[config.mk]
export PLATFORM = sky130hd
export DESIGN_NAME = seg_display_scan_flat
export DESIGN_NICKNAME = d
export VERILOG_FILES = /design/src/rtl/seg_pkg.sv /design/src/rtl/seg_display_scan_if.sv /design/src/rtl/bcd_to_seg.sv /design/src/rtl/seg_display_scan.sv /design/src/flat_wrapper.sv
export SDC_FILE = /design/constraint.sdc
export NUM_CORES = 1
export LEC_CHECK = 0
export CORE_MARGIN = 10
export CORE_UTILIZATION = 28
export DETAILED_ROUTE_END_ITERATION = 6
export PLACE_DENSITY_LB_ADDON = 0.12
export SYNTH_ARGS = -nofsm -noshare
export SYNTH_HDL_FRONTEND = slang
export SYNTH_SLANG_ARGS = --single-unit
[constraint.sdc]
create_clock -name clk -period 1.75 [get_ports clk]
set_input_delay 0.175 -clock clk [delete_from_list [all_inputs] [get_ports clk]]
set_output_delay 0.175 -clock clk [all_outputs]
set_load 0.01 [all_outputs]
[src/rtl/seg_pkg.sv]
// Shared constants for the four-digit seven-segment scanner: active-low
// segment patterns in {g,f,e,d,c,b,a} order, the blank pattern and the digit count.
package seg_pkg;

    localparam int NUM_DIGITS = 4;

    localparam logic [6:0] SEG_BLANK = 7'h7F;
    localparam logic [3:0] AN_OFF    = 4'b1111;

    localparam logic [6:0] SEG_0 = 7'b1000000;
    localparam logic [6:0] SEG_1 = 7'b1111001;
    localparam logic [6:0] SEG_2 = 7'b0100100;
    localparam logic [6:0] SEG_3 = 7'b0110000;
    localparam logic [6:0] SEG_4 = 7'b0011001;
    localparam logic [6:0] SEG_5 = 7'b0010010;
    localparam logic [6:0] SEG_6 = 7'b0000010;
    localparam logic [6:0] SEG_7 = 7'b1111000;
    localparam logic [6:0] SEG_8 = 7'b0000000;
    localparam logic [6:0] SEG_9 = 7'b0010000;

    typedef enum logic {
        FLASH_OFF = 1'b0,
        FLASH_ON  = 1'b1
    } flash_phase_t;

endpackage

[src/rtl/seg_display_scan_if.sv]
// Signal bundle between a digit source and the display scanner; the scanner
// also reports its current slot index for observation.
interface seg_display_scan_if;

    logic [3:0] val1;
    logic [3:0] val2;
    logic [3:0] val3;
    logic [3:0] val4;
    logic       flash_en;
    logic [3:0] an;
    logic [6:0] led_seg;
    logic       frame_tick;
    logic [1:0] slot;

    modport master (
        output val1, val2, val3, val4, flash_en,
        input  an, led_seg, frame_tick, slot
    );

    modport slave (
        input  val1, val2, val3, val4, flash_en,
        output an, led_seg, frame_tick, slot
    );

endinterface

[src/rtl/bcd_to_seg.sv]
// Combinational BCD to active-low seven-segment decoder; codes 10-15 show blank.
import seg_pkg::*;

module bcd_to_seg (
    input  logic [3:0] digit,
    output logic [6:0] seg
);

    always_comb begin
        seg = SEG_BLANK;
        case (digit)
            4'd0:    seg = SEG_0;
            4'd1:    seg = SEG_1;
            4'd2:    seg = SEG_2;
            4'd3:    seg = SEG_3;
            4'd4:    seg = SEG_4;
            4'd5:    seg = SEG_5;
            4'd6:    seg = SEG_6;
            4'd7:    seg = SEG_7;
            4'd8:    seg = SEG_8;
            4'd9:    seg = SEG_9;
            default: seg = SEG_BLANK;
        endcase
    end

endmodule

[src/rtl/seg_display_scan.sv]
// Four-digit multiplexed seven-segment scanner with frame-aligned digit capture
// and optional flashing. Define LEADING_ZERO_BLANK_EN to blank leading zeros.
import seg_pkg::*;

module seg_display_scan #(
    parameter int REFRESH_DIV  = 100000,
    parameter int FLASH_FRAMES = 64
) (
    input  logic               clk,
    input  logic               rst,
    seg_display_scan_if.slave  bus
);

    localparam int CNT_W = (REFRESH_DIV > 2) ? $clog2(REFRESH_DIV) : 1;
    localparam int FL_W  = $clog2(FLASH_FRAMES + 1);

    logic [CNT_W-1:0]                cnt;
    logic [1:0]                      slot;
    logic                            started;
    logic [NUM_DIGITS-1:0][3:0]      shadow;
    logic [FL_W-1:0]                 fcnt;
    flash_phase_t                    phase;
    logic [3:0]                      an_q;
    logic [6:0]                      seg_q;
    logic                            tick_q;

    logic                            tc;
    logic                            wrap;
    logic                            phase_on;
    logic [3:0]                      digit;
    logic [6:0]                      seg_raw;
    logic [6:0]                      seg_next;

    assign tc       = (cnt == CNT_W'(REFRESH_DIV - 1));
    // The first cycle out of reset behaves like a frame wrap so digits are captured before slot 0.
    assign wrap     = !started || (tc && (slot == 2'd3));
    assign phase_on = !bus.flash_en || (phase == FLASH_ON);
    assign digit    = shadow[slot];

    bcd_to_seg u_dec (
        .digit (digit),
        .seg   (seg_raw)
    );

`ifdef LEADING_ZERO_BLANK_EN
    logic [NUM_DIGITS-1:0] lz;
    assign lz[3] = (shadow[3] == 4'd0);
    assign lz[2] = lz[3] && (shadow[2] == 4'd0);
    assign lz[1] = lz[2] && (shadow[1] == 4'd0);
    assign lz[0] = 1'b0;
    assign seg_next = lz[slot] ? SEG_BLANK : seg_raw;
`else
    assign seg_next = seg_raw;
`endif

    always_ff @(posedge clk or posedge rst) begin
        if (rst) begin
            cnt     <= '0;
            slot    <= 2'd0;
            started <= 1'b0;
            shadow  <= '0;
            tick_q  <= 1'b0;
        end else begin
            started <= 1'b1;
            tick_q  <= wrap;
            cnt     <= (!started || tc) ? '0 : cnt + 1'b1;
            if (started && tc)
                slot <= slot + 2'd1;
            if (wrap)
                shadow <= {bus.val4, bus.val3, bus.val2, bus.val1};
        end
    end

    // Phase toggles on the first frame wrap of each FLASH_FRAMES group.
    always_ff @(posedge clk or posedge rst) begin
        if (rst) begin
            fcnt  <= '0;
            phase <= FLASH_ON;
        end else if (!bus.flash_en) begin
            fcnt  <= '0;
            phase <= FLASH_ON;
        end else if (wrap) begin
            if (fcnt == '0)
                phase <= (phase == FLASH_ON) ? FLASH_OFF : FLASH_ON;
            fcnt <= (fcnt == FL_W'(FLASH_FRAMES - 1)) ? '0 : fcnt + 1'b1;
        end
    end

    always_ff @(posedge clk or posedge rst) begin
        if (rst) begin
            an_q  <= AN_OFF;
            seg_q <= SEG_BLANK;
        end else begin
            an_q  <= (started && phase_on) ? ~(4'b0001 << slot) : AN_OFF;
            seg_q <= started ? seg_next : SEG_BLANK;
        end
    end

    assign bus.an         = an_q;
    assign bus.led_seg    = seg_q;
    assign bus.frame_tick = tick_q;
    assign bus.slot       = slot;

endmodule

[src/flat_wrapper.sv]
// flat-port wrapper written by rule: the top's interface ports become plain ports
module seg_display_scan_flat 
#(
    parameter int REFRESH_DIV  = 100000,
    parameter int FLASH_FRAMES = 64
)
  (clk, rst, bus_val1, bus_val2, bus_val3, bus_val4, bus_flash_en, bus_an, bus_led_seg, bus_frame_tick, bus_slot);
  seg_display_scan_if bus_i ();
  input  logic clk;
  input  logic rst;
  input wire logic [$bits(bus_i.val1)-1:0] bus_val1;
  input wire logic [$bits(bus_i.val2)-1:0] bus_val2;
  input wire logic [$bits(bus_i.val3)-1:0] bus_val3;
  input wire logic [$bits(bus_i.val4)-1:0] bus_val4;
  input wire logic [$bits(bus_i.flash_en)-1:0] bus_flash_en;
  output wire logic [$bits(bus_i.an)-1:0] bus_an;
  output wire logic [$bits(bus_i.led_seg)-1:0] bus_led_seg;
  output wire logic [$bits(bus_i.frame_tick)-1:0] bus_frame_tick;
  output wire logic [$bits(bus_i.slot)-1:0] bus_slot;
  assign bus_i.val1 = bus_val1;
  assign bus_i.val2 = bus_val2;
  assign bus_i.val3 = bus_val3;
  assign bus_i.val4 = bus_val4;
  assign bus_i.flash_en = bus_flash_en;
  assign bus_an = bus_i.an;
  assign bus_led_seg = bus_i.led_seg;
  assign bus_frame_tick = bus_i.frame_tick;
  assign bus_slot = bus_i.slot;
  seg_display_scan #(.REFRESH_DIV(REFRESH_DIV), .FLASH_FRAMES(FLASH_FRAMES)) u_core (.clk(clk), .rst(rst), .bus(bus_i));
endmodule
## Yosys cells after proc, flatten, opt, wreduce, memory -nomap -nowiden

Memory sizes are Yosys's and may differ from the RTL's.
Cells that the tools add are included.

| operators by class | value |
|---|---|
| add/sub/neg operators | 3 |
| $lt $le $gt $ge | 1 |
| equality and inequality tests | 5 |
| shift-type cells | 1 |
| mux-type cells | 12 |
| bitwise operators | 1 |
| reductions and logical operators | 10 |

Operators by type and width:

| kind | count |
|---|---|
| 7-bit two-way mux | 4 |
| 17-bit by 1-bit adder with 17-bit output, second input constant | 1 |
| 17-bit equality test, second input constant | 1 |
| 17-bit two-way mux | 1 |
| 4-bit binary-select mux with 2-bit select | 1 |
| 4-bit two-way mux | 2 |
| 7-bit by 1-bit adder with 7-bit output, second input constant | 1 |
| 7-bit by 6-bit equality test with 1-bit output, second input constant | 1 |
| 7-bit zero test | 1 |
| 1-bit two-way mux | 4 |
| 2-bit by 1-bit inequality test with 1-bit output, second input constant | 2 |
| 4-bit inverter | 1 |
| 1-bit by 2-bit << shifter with 4-bit output, first input constant | 1 |
| 1-bit logical AND | 3 |
| 1-bit logical OR | 3 |
| 2-bit by 3-bit less-than comparator with 1-bit output, second input constant | 1 |
| 2-bit by 1-bit adder with 2-bit output, second input constant | 1 |
| 2-bit equality test, second input constant | 1 |
| 1-bit zero test | 2 |
| 2-bit AND reduction | 1 |

| storage, ports and cells | value |
|---|---|
| register bits after elaboration | 56 |
| ROM bits | 112 |
| memories kept | 1 |

Memory list:

| name | depth | bits a word | rd ports | clocked after memory_dff | wr ports | line | text |
|---|---|---|---|---|---|---|---|
| (no name shown) | 16 | 7 | 1 | 0 | 0 | bcd_to_seg.sv:11 | `case (digit)` |

## Longest topological paths before layout

Gate-level depths: netlist (run 1).

| depth | value |
|---|---|
| depth in word-level cells | 5 |
| depth in mapped cells | 7 |
| gate-level depth less buffers | 6 |

## Cells and area by module

From an unflattened synthesis (run 1), not the netlist that was laid out.

| second synthesis, totals | value |
|---|---|
| cell total of the unflattened synthesis | 247 |
| area, all modules | 2741.4 um^2 |

Modules (own cells, without submodules):

| module | instances | cells each | area each (um^2) | sequential area each (um^2) |
|---|---|---|---|---|
| seg_display_scan | 1 | 214 | 2531.2 | 1416.4 |
| bcd_to_seg | 1 | 33 | 210.2 | 0.0 |

## Worst setup path before layout (run 1)

OpenSTA, ideal clock, no wires.

| path | value |
|---|---|
| path type | register to register |
| start point | register u_core.slot[0], in the netlist u_core.bus.slot[0] |
| end point | register u_core.seg_q[3], in the netlist u_core.bus.led_seg[3] |
| arrival time | 1.786 ns |
| slack | -0.115 ns |
| stages on the path, launching flop included | 8 |
| path buffers | 1 |
| period minus slack after synthesis | 1.865 ns |
| path through | dfrtp_1 buf_2 mux4_2 inv_1 ha_1 inv_1 mux2i_1 o21ai_0 |

| between the ends | value |
|---|---|
| word-level cells in the longest chain between the ends | 4 |

RTL lines:

| what | line | text |
|---|---|---|
| from (decl) | seg_display_scan.sv:18 | `logic [1:0] slot;` |
| from (signal assigned) | seg_display_scan.sv:68 | `slot <= slot + 2'd1;` |
| 4-bit binary-select mux with 2-bit select | seg_display_scan.sv:38 | `assign digit = shadow[slot];` |
| 4-bit two-way mux (not written as such) | seg_display_scan.sv:38 |  |
| memory read 16 x 7 bit | n/a |  |
| 7-bit two-way mux | seg_display_scan.sv:95 | `seg_q <= started ? seg_next : SEG_BLANK;` |
| to (signal assigned) | seg_display_scan.sv:95 |  |
| to (decl) | seg_display_scan.sv:24 | `logic [6:0] seg_q;` |

No other way between the ends. The select of a mux whose other input is x is not followed.
A chain may end at the register's enable or synchronous reset.

## Final worst setup path (run 1)

| path | value |
|---|---|
| start point | register u_core.cnt[8] |
| end point | register u_core.shadow[14] (netlist bit) |

| between the ends | value |
|---|---|
| word-level cells in the longest chain between the ends | 3 |

RTL lines:

| what | line | text |
|---|---|---|
| from (decl) | seg_display_scan.sv:17 | `logic [CNT_W-1:0] cnt;` |
| from (signal assigned) | seg_display_scan.sv:66 | `cnt <= (!started \|\| tc) ? '0 : cnt + 1'b1;` |
| 17-bit equality test | seg_display_scan.sv:34 | `assign tc = (cnt == CNT_W'(REFRESH_DIV - 1));` |
| 1-bit logical AND | seg_display_scan.sv:36 | `assign wrap = !started \|\| (tc && (slot == 2'd3));` |
| 1-bit logical OR | seg_display_scan.sv:36 |  |
| to (signal assigned) | seg_display_scan.sv:70 | `shadow <= {bus.val4, bus.val3, bus.val2, bus.val1};` |
| to (decl) | seg_display_scan.sv:20 | `logic [NUM_DIGITS-1:0][3:0] shadow;` |

No other way between the ends.

==> results of run 1 <==
## metrics by stage
stage | hold WS [ns] | power, mW | TNS [ns] | area, um^2 | std cells
floorplan | 0.323 | 1.68 | -0.190 | 2930 | 250
global placement | 0.494 | 1.86 | -0.0275 | 3700 | 448
detailed placement | 0.492 | 1.86 | -0.0983 | 3700 | 448
CTS | 0.252 | 2.65 | -0.107 | 3800 | 456
global route | 0.281 | 2.79 | -1.16 | 3970 | 462
finish | 0.242 | 2.65 | -0.0280 | 3970 | 462
## metal layers
layer / wire (um) / vias to the layer above / GRT usage, %
li1: - / 1035 / -
met4: 98 / 0 / 3.58
met5: 0 / - / 0
met2: 3090 / 29 / 14.1
met1: 3120 / 1012 / 12.1
met3: 196 / 7 / 1.95
## placed cells by master (no fill, tap or decap), types with 3 or more instances in the layout
cell type / Yosys / layout
buf_4: 1 / 43
dfrtp_1: 44 / 43
clkdlybuf4s50_1: 0 / 31
nand2_1: 23 / 20
nor2_1: 18 / 18
mux2_4: 10 / 15
xor2_1: 13 / 13
dfstp_2: 12 / 12
nand3_1: 9 / 9
ha_1: 12 / 9
nand4_1: 6 / 6
clkbuf_8: 0 / 6
buf_6: 2 / 6
inv_2: 0 / 5
inv_1: 11 / 5
mux2i_1: 5 / 5
a21oi_1: 6 / 4
o21ai_0: 8 / 4
mux4_2: 4 / 4
o21ai_1: 0 / 4
nand2_2: 0 / 3
and4_1: 5 / 3
nand3b_1: 3 / 3
## what timing repair did
item / 4_1_cts / 5_1_grt
pin swaps: 2 / 9
gates cloned: 0 / 0
setup buffers: 0 / 6
hold endpoints to repair: 0 / 0
setup endpoints to repair: 19 / 30
resized for setup: 3 / 34
## power groups by stage
stage | clock network, mW | registers, mW | logic (mW)
after floorplan | 0 | 1.45 | 0.230
after global placement | 0 | 1.45 | 0.410
after detailed placement | 0 | 1.45 | 0.410
after CTS | 0.809 | 1.43 | 0.410
after global routing | 0.862 | 1.44 | 0.494
final | 0.772 | 1.43 | 0.448
## kinds of logic after synthesis
logic type	share of synthesized area, %
multiplexers	12.8
AND/OR/NAND/NOR	17.4
other	0.130
flip-flops	49.1
buffers and inverters	3.86
AO/OA/AOI/OAI	6.90
adder cells (fa/ha/maj)	5.21
XOR/XNOR	4.56
## how the worst min path moves through the flow
| stage | startpoint | slack, ns | to |
|---|---|---|---|
| 3_3_place_gp | u_core.shadow[13]$_DFFE_PP0P_ | 0.49 | u_core.shadow[13]$_DFFE_PP0P_ |
| 6_report | rst | 0.24 | u_core.cnt[1]$_DFF_PP0_ |
| 4_1_cts | rst | 0.25 | u_core.cnt[9]$_DFF_PP0_ |
| 2_1_floorplan | bus_val3[2] | 0.32 | u_core.shadow[10]$_DFFE_PP0P_ |
| 5_1_grt | rst | 0.28 | u_core.cnt[10]$_DFF_PP0_ |
| 3_5_place_dp | u_core.shadow[0]$_DFFE_PP0P_ | 0.49 | u_core.shadow[0]$_DFFE_PP0P_ |
## state kept, by name (all words and copies together) (netlist names)
| register | cells |
|---|---|
| u_core.bus.an | 4 |
| u_core.bus.frame_tick | 1 |
| u_core.bus.led_seg | 7 |
| u_core.bus.slot | 2 |
| u_core.cnt | 17 |
| u_core.fcnt | 7 |
| u_core.phase | 1 |
| u_core.shadow | 16 |
| u_core.started | 1 |
## worst max-delay path, cell delays in order, from the launching register on
cell and delay (ns):
dfrtp_1 0.42, nor4b_4 0.37, nand4_4 0.15, o21ai_4 0.18
buf_12 0.20, mux2_2 0.34
## final cells by class
| class | count | area [um^2] | share of cell area [%] |
|---|---|---|---|
| clock inverter | 2 | 15.0 | 0.379 |
| timing repair buffer | 83 | 753 | 19.0 |
| sequential | 56 | 1420 | 35.7 |
| clock buffer | 6 | 82.6 | 2.08 |
| multi-input combinational | 171 | 1490 | 37.5 |
| inverter | 11 | 43.8 | 1.10 |
| tap | 133 | 166 | 4.20 |
==> results.tsv, run 1 <==
metric	value	unit
clk_latency	0.31	ns
swShare	26.1	%
crit_path_start	u_core.cnt[8]$_DFF_PP0_	
cts-hold-fix-buffers	0	
fin_worst_skew	0.00662	ns
grt_pass1_wl	10800	um
clock-sinks	56	
switchingPower	0.690	mW
holdCritPathClass	input port to asynchronous set/reset pin	
ir_worst_vdd	0.000296	V
io_pins	33	
rsz0062_at_grt	true	
core	0.00991	mm^2
synth_warnings	0	
synth-edff-count	0	
setup_violations	1	
cp.arrival	1.98	ns
grt_max_degree	57	
grt_use_total	9.12	%
fin_util	40.0	%
maxSlewViolCount	0	
critPathRequiredTime	1.96	ns
async_flop_share	100	%
synth.ff_latch_count	56	
nets	359	
path_class	flip-flop to flip-flop	
endpoint_kind	flip-flop	
post-route-min-period	1.78	ns
hpwlAfterDp	4620	um
ys_top_cells_by_count	dfrtp_1 (44), nand2_1 (23), nor2_1 (18), xor2_1 (13)	
drt-total-wl	6510	um
io_buffers	32	
maxClockFrequency	0.562	GHz
avgRoutedWirePerCell	14.1	um
clkPwrFrac	29.2	%
drtIter0Drc	50	
r2r_slack	-0.03	ns
p_seq_share	53.9	%
antenna_left	0	
rows	36	
synth_top_area_share	38.2	%
r2r_start	u_core.cnt[8]$_DFF_PP0_	
p_comb_share	16.9	%
num_vias	2083	
fin_crit_sh	102	%
drc	0	
htreeDepth	2	
status	complete, but fails checks	
cts_tree	done	
syn-cell-area	0.00288	mm^2
cts_buffers	5	
synth_nets	281	
routed_via_density	4.51	
drive_above_1_share	37.4	%
worstReg2RegEnd	u_core.shadow[14]$_DFFE_PP0P_	
ys.flop_type	dfrtp_1	
p_per_area	667	mW/mm^2
antenna_found_initial	0	
die_x	121	um
endpoint	u_core.shadow[14]$_DFFE_PP0P_	
yosysUniqueCellTypes	52	
overflow	0	
clk_pin_slew	0.11	ns
globalplace.congestion	0.763	
syn_avg_cell_area	11.5	um^2
grt_pass1_vias	2157	
die-area	0.0148	mm^2
synth_top_area_cell	dfrtp_1	
reg2reg_depth	5	
cts-root-buf	clkbuf_8	
setup.worst_path.start_class	flip-flop	
dp_slack	-0.0342	ns
drv_cap	0	
seq_area_frac_synth	49.1	%
internal-power	1.96	mW
fillers	993	
path_max_fanout	17	
syn_inst	250	
setup_ws	-0.0280	ns
p_leak	1.73	nW
syn_to_final_growth	37.6	%
synth_area_leaders	dfrtp_1 (38%), dfstp_2 (11%), ha_1 (5.2%)	
synth.most_common_cell	dfrtp_1	
cts_buffer_depth	2	
hold_viol	0	
dieHeight	121	um
initial_core_util	29.1	%
firstDrtPassIters	4	
violations	negative setup slack	
num_antenna_cells	0	
Note: power is estimated with default switching activity, not from simulation.
==> run 2: changes to the inputs <==
Settings changed: CORE_MARGIN 10 to 2, DONT_BUFFER_PORTS set to 1, REMOVE_ABC_BUFFERS set to 1.
==> results.tsv, run 2 (synthesized netlist as in run 1, its figures left out) <==
metric	value	unit	change
fillers	1007		was 993
path_max_fanout	8		was 17
antenna_left	0		unchanged
htreeDepth	2		unchanged
endpoint_kind	flip-flop		unchanged
setup_violations	13		was 1
clock-sinks	56		unchanged
grt_use_total	12.1	%	was 9.12%
cts_buffer_depth	2		unchanged
setup.worst_path.start_class	flip-flop		unchanged
avgRoutedWirePerCell	14.2	um	was 14.1 um
clk_latency	0.31	ns	about the same
top_regs	u_core.cnt: 17 flops, u_core.shadow: 16 flops		unchanged
dp_slack	-0.0422	ns	was -0.0342 ns
largest_register_ffs	17		unchanged
cp_num_buf_inv	3		was 1
drive_above_1_share	37.1	%	was 37.4%
p_leak	1.68	nW	was 1.73 nW
stdcell_count	449		was 462
hpwlAfterDp	4460	um	was 4620 um
cp_slowest_cell	dfrtp_1		unchanged
drt-total-wl	6360	um	was 6510 um
io_pins	33		unchanged
dieHeight	105	um	was 121 um
fin_worst_skew	0.0155	ns	was 0.00662 ns
antenna_found_initial	0		unchanged
cts_tree	done		unchanged
placed_cells	417		was 448
ir_worst_vdd	0.000413	V	was 0.000296 V
io_buffers	0		was 32
layout_commonest_cell	dfrtp_1		
slowest_delay	0.42	ns	about the same
num_antenna_cells	0		unchanged
overflow	0		unchanged
top_register	u_core.cnt		unchanged
cp.arrival	1.98	ns	about the same
cp_cell_sequence	nor4b_4, buf_4, nand4_4, o21ai_4, buf_12, buf_16, mux2_4		was nor4b_4, nand4_4, o21ai_4, buf_12, mux2_2
globalplace.congestion	0.706		was 0.763
die-area	0.0111	mm^2	was 0.0148 mm^2
hold_viol	0		unchanged
status	complete, but fails checks		unchanged
final_cell_mix	dfrtp_1 (43), buf_4 (39), nand2_1 (21)		was buf_4 (43), dfrtp_1 (43), clkdlybuf4s50_1 (31)
rows	37		was 36
routed_via_density	4.58		was 4.51
maxSlewViolCount	0		unchanged
setup_ws	-0.0286	ns	was -0.0280 ns
cp_top_family	buffers and inverters		was simple AND/OR/NAND/NOR gates
clk_pin_slew	0.10	ns	was 0.11 ns
initial_core_util	28.4	%	was 29.1%
violations	negative setup slack		unchanged
grt_max_degree	39		was 57
nets	343		was 359
maxClockFrequency	0.562	GHz	about the same
cts_buffers	5		unchanged
holdCritPathClass	input port to flip-flop		was input port to asynchronous set/reset pin
p_per_area	709	mW/mm^2	was 667 mW/mm^2
path_class	flip-flop to flip-flop		unchanged
critPathRequiredTime	1.95	ns	was 1.96 ns
drv_cap	0		unchanged
fin_crit_sh	102	%	about the same
core	0.0101	mm^2	was 0.00991 mm^2
die_x	105	um	was 121 um
post-route-min-period	1.78	ns	about the same
grt_pass1_wl	10800	um	about the same
firstDrtPassIters	4		unchanged
rsz0062_at_grt	true		unchanged
syn_to_final_growth	33.0	%	was 37.6%
grt_pass1_vias	2084		was 2157
num_vias	2056		was 2083
cts-root-buf	clkbuf_8		unchanged
drc	0		unchanged
drtIter0Drc	40		was 50
==> run 2: cell types whose count changed in the layout (fill, tap and decap cells not counted), moves of 2 or more <==
cell	before	now
clkbuf_16	0	2
clkinvlp_4	2	0
clkdlybuf4s50_1	31	0
buf_4	43	39
dlygate4sd3_1	0	17
==> run 2: final timing paths <==
path,from,to,slack [ns],cells past startpoint
max,u_core.cnt[11]$_DFF_PP0_,u_core.shadow[4]$_DFFE_PP0P_,-0.03,7
min,bus_val1[0],u_core.shadow[0]$_DFFE_PP0P_,0.02,1
max reg2reg,u_core.cnt[11]$_DFF_PP0_,u_core.shadow[4]$_DFFE_PP0P_,-0.03,7
min reg2reg,u_core.shadow[7]$_DFFE_PP0P_,u_core.shadow[7]$_DFFE_PP0P_,0.53,1
max in group asynchronous,rst,u_core.phase$_DFFE_PP1P_,0.84,3
min in group asynchronous,rst,u_core.shadow[8]$_DFFE_PP0P_,0.30,2
==> run 2: layout make-up <==
cell class	count	area, um^2	area share [%]
Clock buffer	8	123	3.20
Inverter	11	41.3	1.08
Multi-Input combinational cell	171	1450	37.9
Sequential cell	56	1420	37.0
Tap cell	136	170	4.44
Timing Repair Buffer	67	629	16.4
==> run 2: metrics by stage <==
| step | hold slack (ns) | TNS, ns | area (um^2) | power (mW) | util [%] |
|---|---|---|---|---|---|
| global placement | 0.0832 | -0.489 | 3330 | 1.75 | 32.9 |
| CTS | 0.000282 | -0.620 | 3720 | 2.73 | 36.7 |
| floorplan | 0.293 | -11.19 | 2810 | 1.65 | - |
| global route | 0.000802 | -1.18 | 3830 | 2.87 | 37.8 |
| detailed placement | 0.0842 | -0.304 | 3330 | 1.76 | 32.9 |
| finish | 0.0200 | -0.196 | 3830 | 2.72 | 37.8 |
==> run 2: where the power goes <==
| part | internal [mW] | leakage, nW | total [mW] | switching [mW] |
|---|---|---|---|---|
| logic | 0.210 | 0.922 | 0.378 | 0.168 |
| clock network | 0.458 | 0.0618 | 0.897 | 0.439 |
| registers | 1.39 | 0.694 | 1.44 | 0.0560 |
==> run 2: repair_timing <==
action,in CTS,in global routing
gates resized for setup,18,23
pin swaps,5,10
hold endpoints to repair,20,5
hold buffers,12,5
setup buffers,4,2
cloned,2,0
setup endpoints to repair,26,29
==> run 2: routing by layer <==
| layer | track usage, % | share of wire, % | vias up |
|---|---|---|---|
| li1 | - | - | 1005 |
| met1 | 17.2 | 50 | 1017 |
| met2 | 19.2 | 47 | 32 |
| met3 | 1.98 | 3.1 | 2 |
| met4 | 3.14 | 0.77 | 0 |
| met5 | 0 | 0 | - |
